===== src/rtl/ext_mem_pkg.sv =====
`default_nettype none
// ============================================================================
//  Module   : ext_mem_pkg
//  Brief    : Shared types and helpers for the external-memory block engine:
//             FSM state encoding, block-offset width helper, stats layout.
//  Revision : 1.0 - initial release
// ============================================================================
package ext_mem_pkg;

    // Engine control states
    typedef enum logic [2:0] {
        ST_IDLE     = 3'd0,
        ST_RD_ISSUE = 3'd1,
        ST_RD_DRAIN = 3'd2,
        ST_WR_BURST = 3'd3,
        ST_DONE     = 3'd4
    } state_t;

    // Statistics vector layout: {read_words, write_words, wait_cycles}
    localparam int STATS_CNT_W    = 32;
    localparam int STATS_W        = 3 * STATS_CNT_W;
    localparam int STATS_WAIT_LSB = 0;
    localparam int STATS_WR_LSB   = STATS_CNT_W;
    localparam int STATS_RD_LSB   = 2 * STATS_CNT_W;

    // Number of word-offset bits inside one block (log2 of a power of two)
    function automatic int block_off_w(input int words);
        int w;
        w = 0;
        for (int i = 0; i < 31; i++) begin
            if ((1 << i) < words) w = i + 1;
        end
        return w;
    endfunction

endpackage
`default_nettype wire


===== src/rtl/ext_mem_rd_pipe.sv =====
`default_nettype none
// ============================================================================
//  Module   : ext_mem_rd_pipe
//  Brief    : Tracks reads in flight on a fixed-latency RAM port with a
//             valid-bit shift register and counts the returned words.
//             A clear flushes everything in flight so late data is dropped.
//  Revision : 1.0 - initial release
// ============================================================================
module ext_mem_rd_pipe #(
    parameter int RD_LATENCY = 2,
    parameter int CNT_W      = 5
) (
    input  logic             clk,
    input  logic             rst,
    input  logic             i_clear,
    input  logic             i_start,
    input  logic             i_issue,
    output logic             o_ret,
    output logic [CNT_W-1:0] o_ret_cnt
);

    logic [RD_LATENCY-1:0] r_vld;
    logic [CNT_W-1:0]      r_ret_cnt;

    // A return is suppressed in the cycle the transaction is being aborted
    assign o_ret     = r_vld[RD_LATENCY-1] & ~i_clear;
    assign o_ret_cnt = r_ret_cnt;

    // Shift issue markers toward the return slot; flushed on abort
    always_ff @(posedge clk) begin
        if (rst || i_clear) begin
            r_vld <= '0;
        end else begin
            r_vld <= (r_vld << 1) | RD_LATENCY'(i_issue);
        end
    end

    // Count returned words for the current transaction
    always_ff @(posedge clk) begin
        if (rst || i_clear || i_start) begin
            r_ret_cnt <= '0;
        end else if (o_ret) begin
            r_ret_cnt <= r_ret_cnt + 1'b1;
        end
    end

endmodule
`default_nettype wire


===== src/rtl/ext_mem_block_engine.sv =====
`default_nettype none
// ============================================================================
//  Module   : ext_mem_block_engine
//  Brief    : Converts single-word and block requests from the system's
//             external memory port into pipelined accesses on a fixed-latency
//             synchronous word RAM port, absorbing backend stalls.
//             Optional statistics output enabled by macro EXT_MEM_STATS_EN.
//  Revision : 1.0 - initial release
// ============================================================================
module ext_mem_block_engine
    import ext_mem_pkg::*;
#(
    parameter int ADDR_W      = 24,
    parameter int BLOCK_WORDS = 16,
    parameter int RD_LATENCY  = 2
) (
    input  logic              clock_i,
    input  logic              reset_i,
    input  logic              mem_req_i,
    input  logic              mem_reqBlock_i,
    input  logic              mem_clear_i,
    input  logic              mem_rw_i,
    input  logic [ADDR_W-1:0] mem_add_i,
    input  logic [31:0]       mem_data_i,
    output logic [31:0]       mem_data_o,
    output logic              mem_valid_o,
    output logic              mem_ready_o,
    output logic              mem_done_o,
    output logic              ram_en_o,
    output logic              ram_we_o,
    output logic [ADDR_W-1:0] ram_addr_o,
    output logic [31:0]       ram_wdata_o,
    input  logic [31:0]       ram_rdata_i,
`ifdef EXT_MEM_STATS_EN
    output logic [STATS_W-1:0] stats_o,
`endif
    input  logic              ram_wait_i
);

    localparam int                c_OFF_W     = block_off_w(BLOCK_WORDS);
    localparam int                c_CNT_W     = c_OFF_W + 1;
    localparam logic [ADDR_W-1:0] c_OFF_MASK  = ADDR_W'(BLOCK_WORDS - 1);

    state_t              r_state;
    state_t              w_next;
    logic                r_blk;
    logic [ADDR_W-1:0]   r_base;
    logic [c_CNT_W-1:0]  r_issue_cnt;

    logic                w_accept;
    logic                w_issue_rd;
    logic                w_issue_wr;
    logic                w_issue_last;
    logic [c_CNT_W-1:0]  w_n;
    logic [ADDR_W-1:0]   w_addr;
    logic                w_ret;
    logic [c_CNT_W-1:0]  w_ret_cnt;

    assign w_accept     = (r_state == ST_IDLE) & mem_req_i & ~mem_clear_i;
    assign w_n          = r_blk ? c_CNT_W'(BLOCK_WORDS) : c_CNT_W'(1);
    assign w_issue_last = (r_issue_cnt == (w_n - 1'b1));
    // Block bases are aligned, so adding the offset never crosses a block
    assign w_addr       = r_base + ADDR_W'(r_issue_cnt[c_OFF_W-1:0]);

    ext_mem_rd_pipe #(
        .RD_LATENCY (RD_LATENCY),
        .CNT_W      (c_CNT_W)
    ) u_rd_pipe (
        .clk       (clock_i),
        .rst       (reset_i),
        .i_clear   (mem_clear_i),
        .i_start   (w_accept),
        .i_issue   (w_issue_rd),
        .o_ret     (w_ret),
        .o_ret_cnt (w_ret_cnt)
    );

    // State register
    always_ff @(posedge clock_i) begin
        if (reset_i) begin
            r_state <= ST_IDLE;
        end else begin
            r_state <= w_next;
        end
    end

    // Request latch and issue counter
    always_ff @(posedge clock_i) begin
        if (reset_i) begin
            r_blk       <= 1'b0;
            r_base      <= '0;
            r_issue_cnt <= '0;
        end else if (w_accept) begin
            r_blk       <= mem_reqBlock_i;
            r_base      <= mem_reqBlock_i ? (mem_add_i & ~c_OFF_MASK) : mem_add_i;
            r_issue_cnt <= '0;
        end else if (mem_clear_i) begin
            r_issue_cnt <= '0;
        end else if (w_issue_rd || w_issue_wr) begin
            r_issue_cnt <= r_issue_cnt + 1'b1;
        end
    end

    // Next-state decode and all port outputs; abort overrides everything
    always_comb begin
        w_next      = r_state;
        w_issue_rd  = 1'b0;
        w_issue_wr  = 1'b0;
        ram_en_o    = 1'b0;
        ram_we_o    = 1'b0;
        ram_addr_o  = '0;
        ram_wdata_o = '0;
        mem_ready_o = 1'b0;
        mem_done_o  = 1'b0;
        mem_valid_o = w_ret;
        mem_data_o  = w_ret ? ram_rdata_i : 32'h0;

        case (r_state)
            ST_IDLE: begin
                mem_ready_o = 1'b1;
                if (w_accept) begin
                    w_next = mem_rw_i ? ST_WR_BURST : ST_RD_ISSUE;
                end
            end
            ST_RD_ISSUE: begin
                if (!ram_wait_i) begin
                    w_issue_rd = 1'b1;
                    ram_en_o   = 1'b1;
                    ram_addr_o = w_addr;
                    if (w_issue_last) w_next = ST_RD_DRAIN;
                end
            end
            ST_RD_DRAIN: begin
                if (w_ret_cnt == w_n) w_next = ST_DONE;
            end
            ST_WR_BURST: begin
                if (!ram_wait_i) begin
                    w_issue_wr  = 1'b1;
                    ram_en_o    = 1'b1;
                    ram_we_o    = 1'b1;
                    ram_addr_o  = w_addr;
                    ram_wdata_o = mem_data_i;
                    mem_valid_o = 1'b1;
                    if (w_issue_last) w_next = ST_DONE;
                end
            end
            ST_DONE: begin
                mem_done_o = 1'b1;
                w_next     = ST_IDLE;
            end
            default: begin
                w_next = ST_IDLE;
            end
        endcase

        if (mem_clear_i) begin
            w_next      = ST_IDLE;
            w_issue_rd  = 1'b0;
            w_issue_wr  = 1'b0;
            ram_en_o    = 1'b0;
            ram_we_o    = 1'b0;
            ram_addr_o  = '0;
            ram_wdata_o = '0;
            mem_valid_o = 1'b0;
            mem_data_o  = 32'h0;
            mem_done_o  = 1'b0;
        end
    end

`ifdef EXT_MEM_STATS_EN
    logic [STATS_CNT_W-1:0] r_rd_words;
    logic [STATS_CNT_W-1:0] r_wr_words;
    logic [STATS_CNT_W-1:0] r_wait_cycles;

    // Saturating activity counters; only a full reset clears them
    always_ff @(posedge clock_i) begin
        if (reset_i) begin
            r_rd_words    <= '0;
            r_wr_words    <= '0;
            r_wait_cycles <= '0;
        end else begin
            if (w_ret && (r_rd_words != '1)) begin
                r_rd_words <= r_rd_words + 1'b1;
            end
            if (w_issue_wr && (r_wr_words != '1)) begin
                r_wr_words <= r_wr_words + 1'b1;
            end
            if (ram_wait_i && ((r_state == ST_RD_ISSUE) || (r_state == ST_WR_BURST))
                && (r_wait_cycles != '1)) begin
                r_wait_cycles <= r_wait_cycles + 1'b1;
            end
        end
    end

    assign stats_o[STATS_RD_LSB   +: STATS_CNT_W] = r_rd_words;
    assign stats_o[STATS_WR_LSB   +: STATS_CNT_W] = r_wr_words;
    assign stats_o[STATS_WAIT_LSB +: STATS_CNT_W] = r_wait_cycles;
`endif

endmodule
`default_nettype wire


===== config.mk =====
export PLATFORM = sky130hd
export DESIGN_NAME = ext_mem_block_engine
export DESIGN_NICKNAME = d
export VERILOG_FILES = /design/src/rtl/ext_mem_pkg.sv /design/src/rtl/ext_mem_rd_pipe.sv /design/src/rtl/ext_mem_block_engine.sv
export SDC_FILE = /design/constraint.sdc
export NUM_CORES = 1
export LEC_CHECK = 0
export BUFFER_PORTS_ARGS = -buffer_cell sky130_fd_sc_hd__buf_2
export CORE_AREA = 5 5 94 96
export DETAILED_ROUTE_END_ITERATION = 10
export DIE_AREA = 0 0 99 101
export HOLD_SLACK_MARGIN = 0.12
export PLACE_DENSITY = 0.68
export SETUP_SLACK_MARGIN = 0.5
export SLEW_MARGIN = 10
export SYNTH_ARGS = -nofsm -noshare
export SYNTH_HDL_FRONTEND = slang
export SYNTH_SLANG_ARGS = --single-unit

===== constraint.sdc =====
create_clock -name clock_i -period 5 [get_ports clock_i]
set_clock_uncertainty 0.15 [all_clocks]
set_input_delay 1 -clock clock_i [delete_from_list [all_inputs] [get_ports clock_i]]
set_output_delay 1 -clock clock_i [all_outputs]
set_load 0.05 [all_outputs]

==> metrics <==
r2r setup slk 2440 ps; Placed Cells 641; CTS sink count 40; synthesized cell area 0.00266 mm^2; Worst Setup Path Type flip-flop to primary output; Worst path slowest cell a2111oi_0; first-pass GRT wire length 13.6 mm; vias 3142; run status finished clean; routed len/inst 13.7 um; Worst Path Arrival 3000 ps; Via-to-Cell Ratio 4.84; RR Endpoint r_base[2]; Crit path max-delay family compound AO/OA/AOI/OAI gates; HP Class flip-flop to flip-flop; vias in the first global route 3040; core area 0.00797 mm^2; design area 0.00375 mm^2; Die W 99 um; Routed WL 8.88 mm; FILL cells 840; Fin Setup TNS 0 ps; maximum fanout along the worst path 10; Worst-Margin Slew 1100 ps; Final ANT Viol Nets 0; fin cells 649; power share of the clock group 34.9%; Mapped Avg Cell Area 7.15 um^2; flops & latches, synth 40; Die H 101 um; yosys warns 0; CTS tree done; cells after synthesis 372; IO Count 188; Startpoint Class flip-flop; post-route clock period utilization 83.0%; largest net degree at the start of global routing 40; DP Area 0.00365 mm^2; Place WS 946 ps; DRC Markers 0; CP endpoint ram_addr_o[18]; # diodes 0; gr usage total 16.3%; Lkg Pwr 1.89 nW; Setup WS post-layout 850 ps; Switching Fraction 25.9%; CTS Buffer Depth 2; total grt overflow 0; CP max stage delay 620 ps; Max Cap Viol 0; sequential fraction of the synthesis area 30.1%; WP buf/inv 2; Max Slew Vio Count 0; Logic pwr share 12.9%; cell row count 33; Root Driver clkbuf_8; Routability Congestion 0.801; critical path depth 9; Cell Pwr Density 174 mW/mm^2; Area growth syn-to-layout 40.8%; Internal 0.000483 W; Total Power 0.000652 W; die area 0.0100 mm^2; cells on worst reg2reg path 5; hold_buf cts 0; CTS clk-pin slew, worst paths 80 ps; post-CTS sizing 0; Final Hold Fails 0; post-CTS setup buffers 0; CP Capture Type primary output; Worst EP required 3850 ps; H-tree levels 2; Initial DRT Pass Iterations 4; Rel. slew slack 26.5%; crit path cell chain ha_1 -> inv_1 -> fa_1 -> nor2b_1 -> o21ai_1 -> a2111oi_0 -> xnor2_1 -> nor2_1 -> buf_2; highest clock rate 0.241 GHz; NumNets Final 645; FF-to-FF Start r_state[1]; Initial Util 33.4%; minimum clock period 4150 ps; register share of total power 52.3%; Final setup violation count 0; Clock Latency Late Sink 290 ps; library cells used by synthesis 34; Num CTS Buffers 5; Synth Net Count 474; share of cells above drive strength 1 36.9%; NetSw 0.000169 W; unrepaired setup endpoints after global routing false; DR iter-0 viols 92; HPWL Detailed 7.05 mm; critical path launch point r_issue_cnt[0]; peak supply drop 0.0831 mV; initial antenna violation count 0; number of port buffers 187
-- kinds of logic (layout without fill, tap and decap cells) --
logic type | after synthesis | count (layout) | share of synthesized area, %
simple gates | 212 | 212 | 40.9
compound gates | 51 | 51 | 11.2
flops | 40 | 40 | 30.1
buf+inv | 34 | 206 | 4.89
xor+xnor | 26 | 26 | 8.56
fa+ha+maj | 7 | 7 | 3.57
mux | 2 | 2 | 0.753
-- registers in the layout, indices dropped and copies added (netlist names) --
name / count
r_base: 24
u_rd_pipe.o_ret_cnt: 5
u_rd_pipe.r_vld: 2
r_issue_cnt: 5
r_state: 3
r_blk: 1
-- worst reg2reg max path, stage by stage (launching register included) --
cell,delay (ps)
dfxtp_1,950
nor3_1,170
nand2_1,790
nor3b_1,150
a21oi_1,170
nor2_1,60
-- routing by layer --
metal / vias up / share of wire, % / GRT usage (%)
li1: 1594 / - / -
met2: 109 / 52 / 30.2
met5: - / 0 / 0
met3: 8 / 6.8 / 4.50
met1: 1431 / 41 / 18.9
met4: 0 / 0.79 / 3.15
-- layout by cell type (no fill, tap or decap), types with 4 or more instances in the layout --
cell type | netlist | layout
buf_2 | 2 | 187
nand2_1 | 58 | 58
dfxtp_1 | 40 | 40
nor2_1 | 37 | 37
and2_1 | 35 | 35
and3_1 | 34 | 34
a21oi_1 | 32 | 32
xnor2_1 | 20 | 20
nor3_1 | 8 | 8
inv_1 | 8 | 8
a211oi_1 | 8 | 8
nand4_1 | 6 | 6
nand3_1 | 6 | 6
xor2_1 | 6 | 6
ha_1 | 6 | 6
clkbuf_8 | 0 | 6
nor4_1 | 5 | 5
nor3b_1 | 5 | 5
nor2b_1 | 5 | 4
o21ai_0 | 4 | 4
-- cells in the mapped netlist (all sizes together) --
cell / number / area, um^2
nand2: 58 / 218
dfxtp: 40 / 801
nor2: 37 / 139
and2: 35 / 219
and3: 34 / 213
a21oi: 32 / 160
clkbuf: 24 / 90.1
xnor2: 20 / 175
a211oi: 8 / 60.1
inv: 8 / 30.0
nor3: 8 / 40.0
ha: 6 / 75.1
nand3: 6 / 30.0
nand4: 6 / 37.5
xor2: 6 / 52.6
nor2b: 5 / 31.3
nor3b: 5 / 37.5
nor4: 5 / 31.3
o21ai: 5 / 25.0
a2111oi: 3 / 32.5
nand2b: 3 / 18.8
or3: 3 / 18.8
and4: 2 / 17.5
buf: 2 / 10.0
mux2i: 2 / 20.0
or2: 2 / 12.5
or4: 2 / 15.0
a21o: 1 / 7.51
fa: 1 / 20.0
nor4b: 1 / 8.76
o21a: 1 / 7.51
o22ai: 1 / 6.26
-- per-stage QoR --
stage | hold WS [ps] | util [%]
finish | 313 | 47.0
detailed placement | 294 | 45.8
global route | 321 | 47.0
global placement | 280 | 45.8
floorplan | 256 | -
CTS | 319 | 47.0
-- worst min path at each step --
stage	startpoint	end	slack, ps	cells after the start
final	u_rd_pipe.r_vld[0]	u_rd_pipe.r_vld[1]	310	1
after global routing	u_rd_pipe.r_vld[0]	u_rd_pipe.r_vld[1]	320	1
after CTS	u_rd_pipe.r_vld[0]	u_rd_pipe.r_vld[1]	320	1
after global placement	u_rd_pipe.r_vld[0]	u_rd_pipe.r_vld[1]	280	1
after floorplan	u_rd_pipe.r_vld[0]	u_rd_pipe.r_vld[1]	260	1
after detailed placement	u_rd_pipe.r_vld[0]	u_rd_pipe.r_vld[1]	290	1
-- power by group through the flow --
stage,Sequential (W),Combinational (W),Clock (W)
detailed placement,0.000349,0.0000848,0
global placement,0.000348,0.0000829,0
global route,0.000343,0.0000949,0.000251
CTS,0.000341,0.0000850,0.000234
finish,0.000341,0.0000838,0.000227
floorplan,0.000344,0.0000418,0
-- layout make-up --
class                      instances  area [um^2]  share of cell area [%]
multi-input combinational        298         1730                    46.2
timing repair buffer             190          958                    25.6
sequential                        40          801                    21.4
tap                              105          131                    3.51
clock buffer                       7         86.3                    2.30
inverter                           8         30.0                   0.802
clock inverter                     1         7.51                   0.200
(Power assumes the default switching activity.)
